<file path="config.mk">
export PLATFORM = sky130hd
export DESIGN_NAME = nrad_seq_divider
export DESIGN_NICKNAME = d
export VERILOG_FILES = /design/src/rtl/nrad_seq_divider.sv
export SDC_FILE = /design/constraint.sdc
export NUM_CORES = 1
export LEC_CHECK = 0
export ABC_AREA = 1
export BUFFER_PORTS_ARGS = -buffer_cell sky130_fd_sc_hd__buf_2
export CELL_PAD_IN_SITES_DETAIL_PLACEMENT = 1
export CELL_PAD_IN_SITES_GLOBAL_PLACEMENT = 1
export CORE_UTILIZATION = 45
export DETAILED_ROUTE_END_ITERATION = 16
export HOLD_SLACK_MARGIN = 0.05
export PLACE_DENSITY = 0.81
export SETUP_SLACK_MARGIN = 0.15
export SYNTH_ARGS = -nofsm -noshare
export SYNTH_HDL_FRONTEND = slang
export SYNTH_SLANG_ARGS = --single-unit
</file>
<file path="constraint.sdc">
create_clock -name clk -period 6.4 [get_ports clk]
set_clock_uncertainty 0.2 [all_clocks]
set_input_delay 0.64 -clock clk [delete_from_list [all_inputs] [get_ports clk]]
set_output_delay 0.64 -clock clk [all_outputs]
set_load 0.02 [all_outputs]
</file>
<file path="src/rtl/nrad_seq_divider.sv">
// Sequential unsigned non-restoring divider. It has one row of M+1 add/subtract cells and
// produces one quotient bit per clock, with a start/busy/done handshake and divide-by-zero flag.
module nrad_seq_divider #(
  parameter int unsigned N = 8,
  parameter int unsigned M = 4
) (
  input  logic         clk,
  input  logic         rst_n,
  input  logic         start_i,
  input  logic [N-1:0] dividend_i,
  input  logic [M-1:0] divisor_i,
  output logic         busy_o,
  output logic         done_o,
  output logic [N-1:0] quotient_o,
  output logic [M-1:0] remainder_o,
  output logic         div_by_zero_o
);

  localparam int unsigned CW = $clog2(N + 1);

  typedef enum logic [1:0] {StIdle, StIter, StFix} state_e;

  state_e        state_q;
  logic [M:0]    p_q;
  logic [N-1:0]  q_q;
  logic [M-1:0]  d_q;
  logic [CW-1:0] count_q;

  logic [M:0] d_ext;
  logic [M:0] p_shift;
  logic [M:0] p_iter_d;
  logic [M:0] p_fix_d;

  // P is only M+1 bits wide. The shift can drop the top bit, but the wrapped sum is still
  // exact because every true partial remainder lies in [-D, D).
  always_comb begin
    d_ext    = {1'b0, d_q};
    p_shift  = {p_q[M-1:0], q_q[N-1]};
    p_iter_d = p_q[M] ? (p_shift + d_ext) : (p_shift - d_ext);
    p_fix_d  = p_q[M] ? (p_q + d_ext) : p_q;
  end

  always_ff @(posedge clk or negedge rst_n) begin
    if (!rst_n) begin
      state_q       <= StIdle;
      p_q           <= '0;
      q_q           <= '0;
      d_q           <= '0;
      count_q       <= '0;
      busy_o        <= 1'b0;
      done_o        <= 1'b0;
      quotient_o    <= '0;
      remainder_o   <= '0;
      div_by_zero_o <= 1'b0;
    end else begin
      done_o <= 1'b0;
      case (state_q)
        StIdle: begin
          if (start_i) begin
            if (divisor_i != '0) begin
              d_q           <= divisor_i;
              p_q           <= '0;
              q_q           <= dividend_i;
              count_q       <= CW'(N);
              busy_o        <= 1'b1;
              div_by_zero_o <= 1'b0;
              state_q       <= StIter;
            end else begin
              done_o        <= 1'b1;
              div_by_zero_o <= 1'b1;
              quotient_o    <= '1;
              remainder_o   <= '0;
            end
          end
        end
        StIter: begin
          p_q     <= p_iter_d;
          q_q     <= {q_q[N-2:0], ~p_iter_d[M]};
          count_q <= count_q - CW'(1);
          if (count_q == CW'(1)) begin
            state_q <= StFix;
          end
        end
        StFix: begin
          remainder_o <= p_fix_d[M-1:0];
          quotient_o  <= q_q;
          done_o      <= 1'b1;
          busy_o      <= 1'b0;
          state_q     <= StIdle;
        end
        default: state_q <= StIdle;
      endcase
    end
  end

endmodule

</file>
==> run metrics, run 1 <==
outcome=complete, no violations; First-pass DRT Iterations=4; Simple-Gate Fraction of Synth Area=22.4%; ratio of routed vias to standard cells=5.18; number of clock sinks seen by CTS=38; setup repair after global routing missed its margin=false; TritonCTS clock tree=yes; worst-case clock buffer depth=2; fillcell total=about 560; highest ir drop seen on vdd=approximately 250 uV; Vias=approximately 1700; power dissipated by switching net loads=about 0.66 mW; routed wire length=around 4700 um; warning count from the yosys run=0; average detailed-routed wire length per instance=around 14 um; switching part of the total=~47%; dominant combinational cell family by area after synthesis=simple AND/OR/NAND/NOR gates; final critical delay including setup and external delays=approximately 2.4 ns; cell taking the most area after synthesis=sky130_fd_sc_hd__dfrtp_1; leakage power figure=1.24 nW; most used standard cell by instance count after synthesis=sky130_fd_sc_hd__nand2_1; post-CTS clock slew at the launch and capture registers of the worst setup and hold paths=around 0.08 ns; Die Y-Extent=roughly 70 um; post-route design area=2360 um^2; Compound-Gate Fraction of Synth Area=12.8%; number of DRC markers after the initial detailed-route iteration=59; count of state elements after synthesis=38; relative contribution of sequential cells to total power=between 30% and 40%; wire length of the first global-routing pass=~8000 um; number of buffers inserted for hold repair after clock tree synthesis=0; Worst slew margin=41.9%; Initial Utilization=about 48%; setup tns final=0 ns; critical path required time=~6.4 ns; global placer's final weighted congestion=approximately 0.79; total core area=approximately 4400 um^2; data arrival time of the worst path=approximately 2.4 ns; total placed instance area=around 2300 um^2; Synth area leaders=sky130_fd_sc_hd__dfrtp_1, sky130_fd_sc_hd__nand2_1, sky130_fd_sc_hd__ha_1, sky130_fd_sc_hd__inv_1, sky130_fd_sc_hd__o21ai_0; number of buffer cells added on primary ports=29; total setup buffers inserted after CTS=0; Antenna Violating Nets Remaining=0; Critical Path Start Type=register; CTS Root Cell=sky130_fd_sc_hd__clkbuf_8; cells after synthesis=between 200 and 300; Critical-path top delay cell=sky130_fd_sc_hd__dfrtp_1; launching instance or port of the critical path=d_q[1]; syn nets=280; clock buffers created by TritonCTS=5; start of the worst register-to-register path=d_q[1]; top_reg_cell synth=sky130_fd_sc_hd__dfrtp_1; worst reg-to-reg setup slack=approximately 4.0 ns; area of the multi-input gates=roughly 960 um^2; final setup fails=0; overall power consumption=1.39 mW; antenna diode count=0; cell repeated most along the worst path=sky130_fd_sc_hd__inv_1; share of synthesized registers carrying an async set or reset=100%; count of endpoints failing hold in the final timing report=0; Layout Nets=between 300 and 400; kind of capture point of the worst setup path=register; Clock Power Share=between 10% and 20%; Final HPWL DP=3450 um; critical register-to-register path endpoint=p_q[4]; Post-Syn Area=between 2000 and 2500 um^2; synth unique cells=33; sequential area share after synthesis=between 40 and 50%; Die ar.=about 5000 um^2; cell-by-cell listing of the critical path=inv_1 -> ha_1 -> inv_1 -> o21ai_0 -> inv_1 -> fa_1 -> inv_1 -> nand2_1 -> nand3_1 -> nand3_1 -> nand3_1 -> o21ai_0; per-instance average area after synthesis=about 8.3 um^2; highest achievable clock rate=between 0.4 and 0.5 GHz; Clock H-tree levels=2; largest net degree at the start of global routing=39; leading post-synthesis cells by instance count=sky130_fd_sc_hd__nand2_1, sky130_fd_sc_hd__dfrtp_1, sky130_fd_sc_hd__inv_1; number of slew-limit violations in the final report=0; type of the most critical hold path=input pin to asynchronous set/reset pin; boundary pin count=30; mux cell area share after synthesis=0%; fraction of power consumed by combinational cells=between 50% and 60%; area delta synth->final=12.5%; number of antenna violations at the first check in global routing=0; slowest stage delay, CP=~0.44 ns; worst-path maximum fanout=5; share of cells above drive strength 1=around 23%; post-CTS resize count=0; Power per Cell Area=between 500 and 600 nW/um^2; die span in x=70.3 um; post-route clock period utilization=roughly 38%; Synth Area in Adders=8.47%; Worst Setup Path Type=register to register; post-synth top area share=a little under half; synthesized-area fraction occupied by xor and xnor cells=2.09%; all-layer global routing usage=about a fifth; number of cells traversed by the worst register-to-register path=12; grt total ovfl=0; clock insertion delay at the later pin of the skew report=between 0.2 and 0.3 ns; via count of the first global-routing pass=between 1500 and 2000; number of cell rows=24; Tightest Pin Transition=~0.87 ns; FF+latch area=roughly 950 um^2; Post-synth EDFFs=0; count of maximum capacitance violations=0; number of DRC violations after detailed routing=0; internal power of the cells=around 0.73 mW
-- flip-flops by register name (all words and copies together), names as in the netlist --
| register | flops |
|---|---|
| busy_o | 1 |
| state_q | 2 |
| done_o | 1 |
| d_q | 4 |
| quotient_o | 8 |
| count_q | 4 |
| p_q | 5 |
| q_q | 8 |
| remainder_o | 4 |
| div_by_zero_o | 1 |
-- power by group through the flow --
| stage | sequential (mW) | clock, mW | combinational, mW |
|---|---|---|---|
| detailed placement | 0.461 | 0 | 0.769 |
| CTS | 0.457 | 0.179 | 0.778 |
| floorplan | 0.484 | 0 | 0.558 |
| global route | 0.474 | 0.189 | 0.882 |
| global placement | 0.456 | 0 | 0.739 |
| finish | 0.456 | 0.174 | 0.764 |
-- worst max path at each step --
stage | to | cells after the start
finish | p_q[4] | 12
global route | p_q[4] | 12
CTS | p_q[4] | 12
detailed placement | p_q[4] | 12
global placement | p_q[4] | 12
floorplan | p_q[4] | 12
-- final cells by class --
type / instances / share of cell area (%)
clock buffer: 6 / 3.50
clock inverter: 2 / 0.530
inverter: 37 / 6.10
multi-input combinational: 171 / 40.7
sequential: 38 / 40.3
tap: 52 / 2.76
timing repair buffer: 29 / 6.15
-- cells by family (layout without fill, tap and decap cells) --
logic type,Yosys count,count (layout)
DFF,38,38
AOI/OAI and AO/OA,47,47
and+or+nand+nor,106,106
adders and majority gates,13,13
buffers and inverters,43,74
xor gates and xnor gates,5,5
-- critical path: cells and delay by family, from the launching register on --
family                     cells  cell delay, ns
and+or+nand+nor                4            0.29
DFF                            1            0.44
AOI/OAI and AO/OA              2            0.32
buffers and inverters          4            0.35
adders and majority gates      2            0.67
-- cells in the final DEF (no fill, tap or decap) --
cell type                    instances
sky130_fd_sc_hd__dfrtp_1            38
sky130_fd_sc_hd__nand2_1            70
sky130_fd_sc_hd__nand2_4             1
sky130_fd_sc_hd__a31oi_1             1
sky130_fd_sc_hd__nor2_2              8
sky130_fd_sc_hd__o22ai_1             2
sky130_fd_sc_hd__nand3_1            11
sky130_fd_sc_hd__a22oi_1             1
sky130_fd_sc_hd__clkbuf_8            6
sky130_fd_sc_hd__inv_2               5
sky130_fd_sc_hd__nand3_2             1
sky130_fd_sc_hd__xnor2_1             2
sky130_fd_sc_hd__a21oi_1            10
sky130_fd_sc_hd__nor2_4              2
sky130_fd_sc_hd__o22a_2              1
sky130_fd_sc_hd__xor2_1              3
sky130_fd_sc_hd__inv_4               2
sky130_fd_sc_hd__nand2_2             2
sky130_fd_sc_hd__buf_2              29
sky130_fd_sc_hd__nor2_1              9
sky130_fd_sc_hd__a21oi_2             1
sky130_fd_sc_hd__nand4_1             1
sky130_fd_sc_hd__o21ai_0            15
sky130_fd_sc_hd__ha_1               11
sky130_fd_sc_hd__clkinvlp_4          1
sky130_fd_sc_hd__or2_2               1
sky130_fd_sc_hd__fa_1                2
sky130_fd_sc_hd__inv_1              30
sky130_fd_sc_hd__o21ai_1            11
sky130_fd_sc_hd__clkinv_2            1
sky130_fd_sc_hd__o21a_1              1
sky130_fd_sc_hd__o21ai_2             4
-- through the flow --
stage	instances	setup WS (ns)	utilization [%]	hold WS, ns
2_1_floorplan	252	4.25	-	0.144
3_3_place_gp	327	4.12	51.3	0.261
3_5_place_dp	327	4.01	51.3	0.268
4_1_cts	335	3.99	53.5	0.283
5_1_grt	335	3.72	53.5	0.318
6_report	335	4.00	53.5	0.262
-- metal layers --
layer / global-route usage [%] / up-vias / wire [um]
met3: 5.34 / 4 / 168
met1: 28.0 / 845 / 2190
met5: 0 / - / 0
met2: 35.3 / 31 / 2290
li1: - / 854 / -
met4: 5.11 / 0 / 39
Note: power is estimated with default switching activity, not from simulation.
==> run 2, diff against run 1 <==
CORE_UTILIZATION = 38   (was 45)
PLACE_DENSITY = 0.73   (was 0.81)
clock period = 2.2 ns   (was 6.4 ns; I/O delays follow)
==> run metrics, run 2 (same netlist as run 1, synthesis figures left out) <==
final core utilization=51.0% (was 53.5%); count of endpoints failing hold in the final timing report=0 (unchanged); Tightest Pin Transition=0.565 ns (was 0.872 ns); data arrival time of the worst path=2.01 ns (was 2.37 ns); overall power consumption=4.61 mW (was 1.39 mW); Final HPWL DP=3680 um (was 3450 um); CTS Root Cell=sky130_fd_sc_hd__clkbuf_8 (unchanged); number of buffer cells added on primary ports=29 (unchanged); worst-path maximum fanout=3 (was 5); number of DRC markers after the initial detailed-route iteration=80 (was 59); share of cells above drive strength 1=33.4% (was 23.0%); count of maximum capacitance violations=0 (unchanged); met2 Track Usage GR=32.3% (was 35.3%); post-route clock period utilization=93.0% (was 37.6%); wire length of the first global-routing pass=8700 um (was 8160 um); post-route design area=2660 um^2 (was 2360 um^2); final critical delay including setup and external delays=2.05 ns (was 2.40 ns); power dissipated by switching net loads=2.19 mW (was 0.662 mW); number of DRC violations after detailed routing=0 (unchanged); Worst slew margin=62.4% (was 41.9%); worst-case clock buffer depth=2 (unchanged); number of slew-limit violations in the final report=0 (unchanged); routed wire length=5300 um (was 4690 um); Vias=1803 (was 1734); highest ir drop seen on vdd=644 uV (was 250 uV); area delta synth->final=26.6% (was 12.5%); leakage power figure=1.35 nW (was 1.24 nW); largest registers=q_q: 8 flops, quotient_o: 8 flops, p_q: 5 flops (unchanged); slowest stage delay, CP=0.37 ns (was 0.44 ns); fraction of power consumed by combinational cells=60.6% (was 54.8%); setup repair after global routing missed its margin=true (was false); ratio of routed vias to standard cells=4.81 (was 5.18); via count of the first global-routing pass=1825 (was 1773); Die Y-Extent=76.3 um (was 70.3 um); largest delay contributor family on the critical path=adder cells (unchanged); First-pass DRT Iterations=4 (unchanged); largest net degree at the start of global routing=26 (was 39); routing usage on met3=3.23% (was 5.34%); Layout Nets=332 (was 310); Global Route met1 Usage=24.9% (was 28.0%); type of the most critical hold path=input pin to register (was input pin to asynchronous set/reset pin); kind of capture point of the worst setup path=register (unchanged); global placer's final weighted congestion=0.805 (was 0.788); outcome=complete, no violations (unchanged); Clock H-tree levels=2 (unchanged); FF+latch area=952 um^2 (was 951 um^2); average detailed-routed wire length per instance=14.1 um (was 14.0 um); all-layer global routing usage=19.1% (was 21.4%); highest achievable clock rate=0.489 GHz (was 0.416 GHz); final setup fails=0 (unchanged); Critical Path Start Type=register (unchanged); number of clock sinks seen by CTS=38 (unchanged); Worst Path Buf+Inv=4 (unchanged); busiest layer in global routing=met2 (unchanged); critical path required time=2.17 ns (was 6.36 ns); Die ar.=5820 um^2 (was 4940 um^2); post-CTS clock slew at the launch and capture registers of the worst setup and hold paths=0.07 ns (was 0.08 ns); setup tns final=0 ns (unchanged); antenna diode count=0 (unchanged); number of cell rows=26 (was 24); Power per Cell Area=1730 nW/um^2 (was 591 nW/um^2); commonest non-fill, non-tap cell in the layout=sky130_fd_sc_hd__nand2_1 (unchanged); total core area=5200 um^2 (was 4410 um^2); grt total ovfl=0 (unchanged); total placed instance area=2340 um^2 (was 2260 um^2); Clock Power Share=10.8% (was 12.5%); TritonCTS clock tree=yes (unchanged); highest-count cells in the layout ignoring fill and taps=sky130_fd_sc_hd__nand2_1, sky130_fd_sc_hd__dfrtp_1, sky130_fd_sc_hd__buf_2 (was sky130_fd_sc_hd__nand2_1, sky130_fd_sc_hd__dfrtp_1, sky130_fd_sc_hd__inv_1); area of the multi-input gates=1050 um^2 (was 960 um^2); boundary pin count=30 (unchanged); internal power of the cells=2.42 mW (was 0.733 mW); Critical-path top delay cell=sky130_fd_sc_hd__dfrtp_1 (unchanged); relative contribution of sequential cells to total power=28.6% (was 32.7%); clock insertion delay at the later pin of the skew report=0.29 ns (about the same); Initial Utilization=40.3% (was 47.5%); cell repeated most along the worst path=sky130_fd_sc_hd__inv_2 (was sky130_fd_sc_hd__inv_1); switching part of the total=47.5% (about the same); clock buffers created by TritonCTS=5 (unchanged); cell-by-cell listing of the critical path=inv_2 -> ha_4 -> inv_2 -> o21ai_2 -> inv_2 -> fa_2 -> inv_2 -> nand2_2 -> nand3_2 -> nand3_2 -> nand3_2 -> o21ai_1 (was inv_1 -> ha_1 -> inv_1 -> o21ai_0 -> inv_1 -> fa_1 -> inv_1 -> nand2_1 -> nand3_1 -> nand3_1 -> nand3_1 -> o21ai_0); die span in x=76.3 um (was 70.3 um); number of antenna violations at the first check in global routing=0 (unchanged); fillcell total=648 (was 556); Worst Setup Path Type=register to register (unchanged); Antenna Violating Nets Remaining=0 (unchanged)
run 2: power groups by stage:
stage | Clock (mW) | Combinational [mW] | Sequential [mW]
3_5_place_dp | 0 | 2.33 | 1.33
4_1_cts | 0.516 | 2.51 | 1.30
5_1_grt | 0.544 | 3.15 | 1.36
3_3_place_gp | 0 | 2.25 | 1.31
2_1_floorplan | 0 | 1.65 | 1.41
6_report | 0.499 | 2.79 | 1.32
run 2: tightest hold or removal path, stage by stage:
cell                      delay [ns]
sky130_fd_sc_hd__buf_2          0.07
sky130_fd_sc_hd__nand2_1        0.04
sky130_fd_sc_hd__o21ai_0        0.06
sky130_fd_sc_hd__nand2_1        0.05
sky130_fd_sc_hd__o21ai_0        0.06
run 2: timing repair:
| action | in CTS | in global routing |
|---|---|---|
| resized for setup | 3 | 21 |
| hold endpoints to repair | 30 | 0 |
| setup buffers | 6 | 2 |
| hold buffers | 8 | 0 |
| setup endpoints to repair | 2 | 4 |
| pin swaps | 3 | 14 |
run 2: per-stage QoR:
stage / setup WS, ns / hold WS, ns / cells
final: 0.154 / 0.0557 / 375
after floorplan: 0.193 / -0.276 / 252
after global routing: 0.0382 / 0.0800 / 375
after CTS: 0.156 / 0.0603 / 373
after global placement: 0.137 / 0.0389 / 351
after detailed placement: 0.0592 / 0.0425 / 351
run 2: layout make-up:
class                           count  share of cell area, %
Tap cell                           70                   3.30
Inverter                           37                   5.42
Sequential cell                    38                   35.8
Multi-Input combinational cell    171                   39.4
Timing Repair Buffer               51                   12.4
Clock inverter                      2                  0.471
Clock buffer                        6                   3.11
run 2: layer usage:
metal | wire (um) | share of wire (%)
met4 | 57 | 1.1
met2 | 2720 | 51
met5 | 0 | 0
met3 | 207 | 3.9
met1 | 2310 | 44
run 2: worst paths after layout:
kind,startpoint,endpoint,slack (ns),cells after the start
worst max-delay path,d_q[1],p_q[4],0.15,12
worst min-delay path,dividend_i[2],q_q[2],0.06,5
worst max register to register,d_q[1],p_q[4],0.15,12
worst min register to register,remainder_o[3],remainder_o[3],0.28,2
max in group asynchronous,rst_n,p_q[1],1.01,3
min in group asynchronous,rst_n,quotient_o[3],0.26,2
